**src/rtl/lpc_pkg.sv**
```systemverilog
// Shared LPC host definitions: FSM state encoding, cycle-type, START and SYNC codes.
// ST_ABORT only exists when LPC_HOST_TIMEOUT_EN is defined.
package lpc_pkg;

   typedef enum logic [4:0] {
      ST_IDLE,
      ST_START,
      ST_CYCDIR,
      ST_ADDR0,
      ST_ADDR1,
      ST_ADDR2,
      ST_ADDR3,
      ST_WDATA0,
      ST_WDATA1,
      ST_TARH0,
      ST_TARH1,
      ST_SYNC,
      ST_RDATA0,
      ST_RDATA1,
      ST_TART0,
      ST_TART1,
      ST_DONE
`ifdef LPC_HOST_TIMEOUT_EN
      , ST_ABORT
`endif
   } lpc_state_e;

   localparam logic [3:0] CYC_IO_RD       = 4'h0;
   localparam logic [3:0] CYC_IO_WR       = 4'h2;
   localparam logic [3:0] START_CODE      = 4'h0;

   localparam logic [3:0] SYNC_READY      = 4'h0;
   localparam logic [3:0] SYNC_SHORT_WAIT = 4'h5;
   localparam logic [3:0] SYNC_LONG_WAIT  = 4'h6;
   localparam logic [3:0] SYNC_ERROR      = 4'hA;

   localparam int unsigned ABORT_LEN      = 4;

endpackage

```
**src/rtl/lpc_sync_timer.sv**
```systemverilog
// SYNC wait counter: cleared on SYNC entry, counts wait clocks, flags the clock
// that reaches SYNC_TIMEOUT. Used only when LPC_HOST_TIMEOUT_EN is defined.
module lpc_sync_timer #(
   parameter int unsigned SYNC_TIMEOUT = 32
) (
   input  logic clk_i,
   input  logic rst_ni,
   input  logic clr_i,
   input  logic en_i,
   output logic last_o
);

   localparam int unsigned   CW   = (SYNC_TIMEOUT > 1) ? $clog2(SYNC_TIMEOUT) : 1;
   localparam logic [CW-1:0] LAST = CW'(SYNC_TIMEOUT - 1);

   logic [CW-1:0] cnt_q, cnt_d;

   always_comb begin
      cnt_d = cnt_q;
      if (clr_i) begin
         cnt_d = '0;
      end else if (en_i && !last_o) begin
         cnt_d = cnt_q + 1'b1;
      end
   end

   always_ff @(posedge clk_i or negedge rst_ni) begin
      if (!rst_ni) begin
         cnt_q <= '0;
      end else begin
         cnt_q <= cnt_d;
      end
   end

   // cnt_q holds the number of wait clocks already spent, so LAST marks the final one.
   assign last_o = (cnt_q == LAST);

endmodule

```
**src/rtl/lpc_host.sv**
```systemverilog
// LPC host: issues single-byte I/O read/write cycles on LAD/LFRAME# and returns the
// target response. Define LPC_HOST_TIMEOUT_EN to enable the SYNC timeout and ABORT.
//
// state   | meaning
// IDLE    | accepting a request, LAD released
// START   | LFRAME# low, START code
// CYCDIR  | cycle type / direction nibble
// ADDR0-3 | I/O address, most significant nibble first
// WDATA0-1| write data, low nibble first
// TARH0-1 | host turnaround: drive 4'hF, then release
// SYNC    | wait for target sync code
// RDATA0-1| capture read data, low nibble first
// TART0-1 | target turnaround
// DONE    | rsp_valid pulse
// ABORT   | LFRAME# low with LAD 4'hF (timeout build only)
module lpc_host
   import lpc_pkg::*;
#(
   parameter int unsigned SYNC_TIMEOUT = 32
) (
   input  logic        LPC_CLK,
   input  logic        LPC_RST,
   output logic [3:0]  lad_out,
   output logic        lad_oe,
   input  logic [3:0]  lad_in,
   output logic        lframe_n,
   input  logic        req_valid,
   output logic        req_ready,
   input  logic        req_write,
   input  logic [15:0] req_addr,
   input  logic [7:0]  req_wdata,
   output logic        rsp_valid,
   output logic [7:0]  rsp_rdata,
   output logic        rsp_err
);

   lpc_state_e  state_q, state_d;
   logic        write_q, write_d;
   logic [15:0] addr_q, addr_d;
   logic [7:0]  wdata_q, wdata_d;
   logic [7:0]  rdata_q, rdata_d;
   logic        err_q, err_d;
   logic        sync_wait;

`ifdef LPC_HOST_TIMEOUT_EN
   localparam logic [1:0] ABORT_LAST = 2'(ABORT_LEN - 1);

   logic       tmr_clr, tmr_en, tmr_last;
   logic [1:0] abort_q, abort_d;

   lpc_sync_timer #(
      .SYNC_TIMEOUT (SYNC_TIMEOUT)
   ) u_sync_timer (
      .clk_i  (LPC_CLK),
      .rst_ni (LPC_RST),
      .clr_i  (tmr_clr),
      .en_i   (tmr_en),
      .last_o (tmr_last)
   );

   always_ff @(posedge LPC_CLK or negedge LPC_RST) begin
      if (!LPC_RST) begin
         abort_q <= '0;
      end else begin
         abort_q <= abort_d;
      end
   end
`else
   // Timeout settings have no effect in this build.
   logic unused_cfg;
   assign unused_cfg = ^{SYNC_TIMEOUT, ABORT_LEN};
`endif

   // Unknown sync codes are treated as wait so a misbehaving target only stalls.
   always_comb begin
      sync_wait = 1'b1;
      case (lad_in)
         SYNC_READY, SYNC_ERROR:          sync_wait = 1'b0;
         SYNC_SHORT_WAIT, SYNC_LONG_WAIT: sync_wait = 1'b1;
         default:                         sync_wait = 1'b1;
      endcase
   end

   always_ff @(posedge LPC_CLK or negedge LPC_RST) begin
      if (!LPC_RST) begin
         state_q <= ST_IDLE;
         write_q <= 1'b0;
         addr_q  <= '0;
         wdata_q <= '0;
         rdata_q <= '0;
         err_q   <= 1'b0;
      end else begin
         state_q <= state_d;
         write_q <= write_d;
         addr_q  <= addr_d;
         wdata_q <= wdata_d;
         rdata_q <= rdata_d;
         err_q   <= err_d;
      end
   end

   always_comb begin
      state_d   = state_q;
      write_d   = write_q;
      addr_d    = addr_q;
      wdata_d   = wdata_q;
      rdata_d   = rdata_q;
      err_d     = err_q;
      lad_out   = 4'hF;
      lad_oe    = 1'b1;
      lframe_n  = 1'b1;
      rsp_valid = 1'b0;
`ifdef LPC_HOST_TIMEOUT_EN
      tmr_clr   = 1'b0;
      tmr_en    = 1'b0;
      abort_d   = abort_q;
`endif
      case (state_q)
         ST_IDLE: begin
            lad_oe = 1'b0;
            if (req_valid) begin
               write_d = req_write;
               addr_d  = req_addr;
               wdata_d = req_wdata;
               err_d   = 1'b0;
               state_d = ST_START;
            end
         end
         ST_START: begin
            lframe_n = 1'b0;
            lad_out  = START_CODE;
            state_d  = ST_CYCDIR;
         end
         ST_CYCDIR: begin
            lad_out = write_q ? CYC_IO_WR : CYC_IO_RD;
            state_d = ST_ADDR0;
         end
         ST_ADDR0: begin
            lad_out = addr_q[15:12];
            state_d = ST_ADDR1;
         end
         ST_ADDR1: begin
            lad_out = addr_q[11:8];
            state_d = ST_ADDR2;
         end
         ST_ADDR2: begin
            lad_out = addr_q[7:4];
            state_d = ST_ADDR3;
         end
         ST_ADDR3: begin
            lad_out = addr_q[3:0];
            state_d = write_q ? ST_WDATA0 : ST_TARH0;
         end
         ST_WDATA0: begin
            lad_out = wdata_q[3:0];
            state_d = ST_WDATA1;
         end
         ST_WDATA1: begin
            lad_out = wdata_q[7:4];
            state_d = ST_TARH0;
         end
         ST_TARH0: begin
            lad_out = 4'hF;
            state_d = ST_TARH1;
         end
         ST_TARH1: begin
            lad_oe  = 1'b0;
`ifdef LPC_HOST_TIMEOUT_EN
            tmr_clr = 1'b1;
`endif
            state_d = ST_SYNC;
         end
         ST_SYNC: begin
            lad_oe = 1'b0;
            if (!sync_wait) begin
               err_d   = (lad_in == SYNC_ERROR);
               state_d = write_q ? ST_TART0 : ST_RDATA0;
            end
`ifdef LPC_HOST_TIMEOUT_EN
            else if (tmr_last) begin
               abort_d = '0;
               state_d = ST_ABORT;
            end
            tmr_en = sync_wait;
`endif
         end
         ST_RDATA0: begin
            lad_oe       = 1'b0;
            rdata_d[3:0] = lad_in;
            state_d      = ST_RDATA1;
         end
         ST_RDATA1: begin
            lad_oe       = 1'b0;
            rdata_d[7:4] = lad_in;
            state_d      = ST_TART0;
         end
         ST_TART0: begin
            lad_oe  = 1'b0;
            state_d = ST_TART1;
         end
         ST_TART1: begin
            lad_oe  = 1'b0;
            state_d = ST_DONE;
         end
         ST_DONE: begin
            lad_oe    = 1'b0;
            rsp_valid = 1'b1;
            state_d   = ST_IDLE;
         end
`ifdef LPC_HOST_TIMEOUT_EN
         ST_ABORT: begin
            lframe_n = 1'b0;
            lad_out  = 4'hF;
            abort_d  = abort_q + 1'b1;
            if (abort_q == ABORT_LAST) begin
               err_d   = 1'b1;
               state_d = ST_DONE;
            end
         end
`endif
         default: begin
            lad_oe  = 1'b0;
            state_d = ST_IDLE;
         end
      endcase
   end

   assign req_ready = (state_q == ST_IDLE);
   assign rsp_rdata = rdata_q;
   assign rsp_err   = err_q;

endmodule

```
**config.mk**
```make
export PLATFORM = sky130hd
export DESIGN_NAME = lpc_host
export DESIGN_NICKNAME = d
export VERILOG_FILES = /design/src/rtl/lpc_pkg.sv /design/src/rtl/lpc_sync_timer.sv /design/src/rtl/lpc_host.sv
export SDC_FILE = /design/constraint.sdc
export NUM_CORES = 1
export LEC_CHECK = 0
export ABC_AREA = 1
export CAP_MARGIN = 20
export CORE_MARGIN = 2
export CORE_UTILIZATION = 40
export CTS_BUF_LIST = sky130_fd_sc_hd__clkbuf_8
export DETAILED_ROUTE_END_ITERATION = 6
export GPL_ROUTABILITY_DRIVEN = 0
export PLACE_DENSITY = 0.69
export SYNTH_ARGS = -nofsm -noshare
export SYNTH_HDL_FRONTEND = slang
export SYNTH_SLANG_ARGS = --single-unit
```
**constraint.sdc**
```tcl
create_clock -name LPC_CLK -period 1.5 [get_ports LPC_CLK]
set_input_delay 0.45 -clock LPC_CLK [delete_from_list [all_inputs] [get_ports LPC_CLK]]
set_output_delay 0.45 -clock LPC_CLK [all_outputs]
set_load 0.1 [all_outputs]
```
After elaboration in Yosys (flattened, before gate mapping)
Index checks and enable logic that the tools add are counted. W data, S select, Z words.

Register bits: 39. Input bits: 32. Output and inout bits: 17. Word-level logic and storage cells: 47.

Eq/ne operators: 19. Multiplexer cells: 13. Reduce and logical (&&, ||, !) cells: 8.

Operator list (count): $pmux W5 S16 (1); $eq A5 B4 Y1 const B (8); $pmux W4 S8 (1); $eq A5 B3 Y1 const B (4); $eq A5 B2 Y1 const B (2); $mux W5 (2); $reduce_or A9 Y1 (1); $eq A5 B1 Y1 const B (1); $eq A5 B5 Y1 const B (1); $logic_not A5 Y1 (1); $mux W1 (5); $eq A4 B4 Y1 const B (1); $logic_not A4 Y1 (1); $mux W2 (2); $mux W4 (1); $ne A2 B2 Y1 const B (2); $reduce_and A2 Y1 (2); $reduce_and A3 Y1 (1); $pmux W1 S2 (1); $reduce_bool A2 Y1 (1); $reduce_or A2 Y1 (1).

Logic depth before layout (Yosys ltp)
Gate-level depths: netlist of run 1.

Word-level depth: 4. Mapped depth: 9. Depth with buffers taken out: 9.

Worst setup path after synthesis of run 1
Ideal clock, no wire load.

Path type: flip-flop to output port. Start: register state_q[4]. End: output port rsp_valid. Data arrival time: 3.452 ns. Data required time: 1.050 ns. Path slack: -2.402 ns. Cell stages (with the launch flop): 3. Buffers on the path: 0. Cell sequence: dfrtp_1 inv_2 nor4_1.

Cells in the longest elaborated chain, start to end: 2.

RTL lines: from (decl) (line lpc_host.sv:37) `lpc_state_e state_q, state_d;`; from (signal assigned) (line lpc_host.sv:93) `state_q <= state_d;`; $eq A5 B5 Y1 (line lpc_host.sv:118) `case (state_q)`; $mux W1 (line lpc_host.sv:118); to (decl) (line lpc_host.sv:32) `output logic rsp_valid,`.

No other way between the ends.

Final worst setup path of run 1
Start: register state_q[4]. End: output port lad_out[1].

Cells in the longest elaborated chain, start to end: 2. Elaborated cells on any way between the ends: 9. Those cells by class: eq/ne: 8; mux: 1.

RTL lines: $eq A5 B4 Y1 (tied with other cells) (line lpc_host.sv:118); $pmux W4 S8 * (line lpc_host.sv:118); to (decl) (line lpc_host.sv:23) `output logic [3:0] lad_out,`.

Every way passes the cells marked *; elsewhere a longest branch is shown, timed or not.

==> results of run 1 <==
[metrics by stage]
step | TNS (ps) | instances
floorplan | -2360 | 269
global placement | -4020 | 414
detailed placement | -5140 | 414
CTS | -11440 | 440
global route | -15670 | 447
finish | -14400 | 447
[layout make-up]
type / instances / area, µm²
Multi-Input combinational cell: 207 / 1300
Clock inverter: 1 / 3.75
Tap cell: 67 / 83.8
Fill cell: 276 / 963
Timing Repair Buffer: 107 / 1280
Clock buffer: 7 / 96.3
Inverter: 19 / 78.8
Sequential cell: 39 / 982
[cell usage after synthesis, types with 2 or more instances]
cell,number,area [µm²]
inv_1,16,60.1
dfrtp_1,39,976
nand3_1,32,160
nand2_1,120,450
nand2_2,2,12.5
nand4_1,3,18.8
buf_4,2,15.0
nor2_2,6,37.5
nand3_2,2,20.0
clkbuf_1,3,11.3
a21oi_1,3,15.0
inv_2,3,11.3
buf_6,2,22.5
nor2_1,20,75.1
o21ai_0,10,50.1
[critical path, delay by kind of cell (launching register included)]
family        cells  cell delay, ps
simple gates      6             590
buf+inv           3             460
flops             1             490
[per-layer routing]
| metal | global-route usage, % | wire, µm | vias to the layer above |
|---|---|---|---|
| li1 | - | - | 1077 |
| met1 | 36.3 | 3100 | 1170 |
| met2 | 45.2 | 3960 | 131 |
| met3 | 5.89 | 552 | 29 |
| met4 | 12.3 | 314 | 0 |
| met5 | 0 | 0 | - |
[logic make-up after synthesis]
kind of cell | count (synthesis) | share of synthesized area [%]
flip-flops | 39 | 48.7
buffers and inverters | 26 | 5.99
AND/OR/NAND/NOR | 191 | 42.1
AO/OA/AOI/OAI | 13 | 3.25
[path summary, 6_finish.rpt]
| check | from | to | slack [ps] | depth (start not counted) |
|---|---|---|---|---|
| worst min-delay path | LPC_RST | rsp_rdata[2] | 20 | 1 |
| worst min register to register | addr_q[10] | addr_q[10] | 480 | 2 |
| worst max register to register | state_q[3] | addr_q[3] | -360 | 11 |
| max in group asynchronous | LPC_RST | addr_q[15] | 1040 | 2 |
| worst max-delay path | state_q[4] | lad_out[1] | -780 | 9 |
| min in group LPC_CLK | addr_q[10] | addr_q[10] | 480 | 2 |
[registers in the layout (all words and copies together), names as in the netlist]
| register | flops |
|---|---|
| rsp_rdata | 8 |
| addr_q | 16 |
| wdata_q | 8 |
| rsp_err | 1 |
| state_q | 5 |
| write_q | 1 |
[timing repair]
action,CTS,global route
gates cloned,6,0
pin swaps,15,17
setup endpoints to repair,37,41
buffers inserted,12,9
gates resized for setup,66,36
==> flow_summary.json, run 1 <==
{
  "io_pins": 49,
  "dpl_cell_area_um2": 3060,
  "grt_max_degree": 31,
  "cp_slowest_cell": "dfrtp_2",
  "syn-cell-area_um2": 2000,
  "vias": 2407,
  "criticalPathCategory": "reg -> out",
  "start_kind": "flip-flop",
  "relSlewSlack_pct": 80.6,
  "syn_nets": 301,
  "h-tree-depth": 2,
  "grt_pass1_wl_um": 11400,
  "cts_buffers": 5,
  "rsz0062_at_grt": "yes",
  "timing.final.crit_period_ps": 2280,
  "endpoint_kind": "output port",
  "post-route-util_pct": 79.9,
  "viasPerCell": 5.38,
  "final_area_um2": 3820,
  "core_area_um2": 4790,
  "ys.flop_type": "dfrtp_1",
  "drc": 0,
  "slowest_delay_ps": 490,
  "nets": 411,
  "rows": 25,
  "cts_hold_buf": 0,
  "antenna_found_initial": 0,
  "final_antenna_net_count": 0,
  "finalWorstSetupSlack_ps": -778,
  "port_buffers": 48,
  "grt_pass1_vias": 2346,
  "crit_fanout": 5,
  "insertion_delay_ps": 300,
  "path_cells": "buf_4, nor2_4, nand2_1, inv_2, nand2_1, nand3_2, nor2_4, nand2_4, buf_12",
  "place_ws_ps": -398,
  "ys_ff_latch": 39,
  "place_hpwl_um": 4100,
  "die_x_um": 74.8,
  "whs_ps": 21.6,
  "skew_ps": 13.7,
  "required_ps": 1050,
  "tightest_slew_ps": 291,
  "clockBufferDepth": 2,
  "cts-root-buf": "clkbuf_8",
  "cts_tree": "built",
  "maxCapViolations": 0,
  "synth_edf_count": 0,
  "violations": "negative setup slack",
  "routed_wl_um": 7920,
  "die_area_um2": 5590,
  "grt-ovfl-total": 0,
  "drive_gt1_share_pct": 46.1,
  "syn2layout_area_growth_pct": 90.7,
  "cts_num_sinks": 39,
  "final_common_cell": "nand2_1",
  "grt_usage_pct": 27.9,
  "finalCritPeriodShare_pct": 152,
  "final_cell_mix": "85 x nand2_1, 40 x buf_4, 34 x dfrtp_1, 30 x clkdlybuf4s50_1, 26 x nand2_2",
  "wl_per_cell_um": 17.7,
  "drt_iter0_markers": 296,
  "syn_avg_cell_area_um2": 7.45,
  "slew_viol_final": 0,
  "outcome": "complete, but fails checks",
  "ys_seq_area_share_pct": 48.7,
  "report.final.hold_viol_count": 0,
  "synth-async-reset-ratio_pct": 100,
  "insertedDiodeCount": 0,
  "syn_inst": 269,
  "yosys_warnings": 0,
  "finalSetupViolCount": 37,
  "firstDrtPassIters": 5,
  "dieHeight_um": 74.8,
  "clkSlewWorstSetupHoldPaths_ps": 70,
  "fmax_ghz": 0.439,
  "hold_path_class": "in -> async",
  "arrival_ps": 1830,
  "initial_core_util_pct": 41.9,
  "ys_types": 21
}
Power of run 1 is left out: the tool's default activity adds up to more than one toggle a clock period on the data nets, which glitch-free logic cannot reach.
==> run 2: changes to the inputs <==
--- a/config.mk
+++ b/config.mk
@@ -13,6 +13,7 @@
 export DETAILED_ROUTE_END_ITERATION = 6
 export GPL_ROUTABILITY_DRIVEN = 0
 export PLACE_DENSITY = 0.69
+export SKIP_CTS_REPAIR_TIMING = 1
 export SYNTH_ARGS = -nofsm -noshare
 export SYNTH_HDL_FRONTEND = slang
 export SYNTH_SLANG_ARGS = --single-unit
==> run 2 against run 1 <==
  * Fmax rose by 1.4%
  * Clock skew down 7.6 ps
  * Sequential cell count did not move
  * Core utilization fell by 7.3 points
  * Non-clock buffer count decreased by 9
  * The flow still finishes with violations (negative setup slack)
  * Largest cell class unchanged
  * Die area unchanged
==> flow_summary.json, run 2 (synthesized netlist as in run 1, its figures left out) <==
{
  "clockBufferDepth": 2,
  "regMostFlops": "addr_q",
  "syn2layout_area_growth_pct": 73.3,
  "insertion_delay_ps": 290,
  "cts_buffers": 5,
  "final_antenna_net_count": 0,
  "insertedDiodeCount": 0,
  "required_ps": 1050,
  "initial_core_util_pct": 41.9,
  "crit_family": "simple AND/OR/NAND/NOR gates",
  "dieHeight_um": 74.8,
  "crit_fanout": 5,
  "r2r_end": "wdata_q[1]",
  "finalCritPeriodShare_pct": 150,
  "place_hpwl_um": 4100,
  "cp_slowest_cell": "dfrtp_2",
  "drive_gt1_share_pct": 35.8,
  "endpoint_kind": "output port",
  "vias": 2165,
  "skew_ps": 6.10,
  "hold_path_class": "in -> async",
  "r2r-start": "state_q[2]",
  "cts_tree": "built",
  "viasPerCell": 4.97,
  "path_buf_inv": 2,
  "timing.final.crit_period_ps": 2250,
  "grt_pass1_vias": 1948,
  "grt_usage_pct": 21.1,
  "fmax_ghz": 0.445,
  "drt_iter0_markers": 122,
  "seq_area_um2": 980,
  "drc": 0,
  "path_cells": "nor2_4, nand3_1, inv_2, nand2_1, nand3_2, nor2_4, nand2_4, buf_12",
  "rsz0062_at_grt": "yes",
  "tightest_slew_ps": 256,
  "grt-ovfl-total": 0,
  "r2r_cells": 10,
  "cts_num_sinks": 39,
  "final_cell_mix": "105 x nand2_1, 37 x buf_4, 36 x dfrtp_1, 30 x clkdlybuf4s50_1, 29 x nand3_1",
  "grt_max_degree": 31,
  "io_pins": 49,
  "routed_wl_um": 6320,
  "nets": 400,
  "outcome": "complete, but fails checks",
  "crit_top_cell": "nor2_4",
  "arrival_ps": 1800,
  "start_kind": "flip-flop",
  "clkSlewWorstSetupHoldPaths_ps": 70,
  "report.final.hold_viol_count": 0,
  "wl_per_cell_um": 14.5,
  "slew_viol_final": 0,
  "rows": 25,
  "fillerInstances": 349,
  "grt_pass1_wl_um": 8840,
  "violations": "negative setup slack",
  "slowest_delay_ps": 480,
  "cts-root-buf": "clkbuf_8",
  "multi_input_area_um2": 1130,
  "largest_reg_flops": 16,
  "place_ws_ps": -398,
  "antenna_found_initial": 0,
  "finalSetupViolCount": 37,
  "port_buffers": 48,
  "r2r_slack_ps": -250,
  "final_common_cell": "nand2_1",
  "criticalPathCategory": "reg -> out",
  "die_area_um2": 5590,
  "finalWorstSetupSlack_ps": -746,
  "core_area_um2": 4790,
  "die_x_um": 74.8,
  "h-tree-depth": 2,
  "maxCapViolations": 0,
  "firstDrtPassIters": 4,
  "relSlewSlack_pct": 82.8
}
[run 2: changes by cell type in the layout (fill, tap and decap cells not counted), moves of 3 or more]
cell | previous run | this run
buf_12 | 25 | 20
nand3_1 | 21 | 29
nand2_4 | 11 | 8
nand2_1 | 85 | 105
buf_16 | 3 | 0
nand2_2 | 26 | 9
buf_4 | 40 | 37
nand3_2 | 11 | 3
[run 2: cell type report]
cell class / instances / area share (%)
clock buffers: 7 / 2.77
clock inverters: 1 / 0.108
inverters: 19 / 2.27
multi-input cells: 205 / 32.6
flip-flops and latches: 39 / 28.2
well taps: 67 / 2.41
repair buffers: 98 / 31.7
[run 2: metal layers]
layer / global-route usage, % / wire [µm] / up-vias
li1: - / - / 1053
met1: 28.4 / 2690 / 1039
met2: 34.3 / 3240 / 59
met3: 4.55 / 244 / 14
met4: 6.75 / 152 / 0
met5: 0 / 0 / -
[run 2: through the flow]
stage / hold slack, ps / setup TNS, ps / cells / instance area (µm²) / util [%]
global route: 27.5 / -11730 / 436 / 3470 / 72.6
CTS: 21.2 / -7720 / 422 / 3160 / 66.0
global placement: 331 / -4020 / 414 / 3060 / 63.9
floorplan: 154 / -2360 / 269 / 2100 / -
detailed placement: 331 / -5140 / 414 / 3060 / 63.9
finish: 15.6 / -10350 / 436 / 3470 / 72.6
[run 2: how the worst max path moves through the flow]
stage | start | slack [ps] | end | depth (start not counted)
global route | state_q[2] | -820 | lad_out[1] | 8
global placement | state_q[3] | -340 | lad_oe | 8
finish | state_q[2] | -750 | lad_out[1] | 8
detailed placement | state_q[2] | -400 | lad_out[2] | 7
CTS | state_q[2] | -710 | lad_oe | 7
floorplan | state_q[1] | -580 | rsp_valid | 3
Power of run 2 is left out for the same reason.
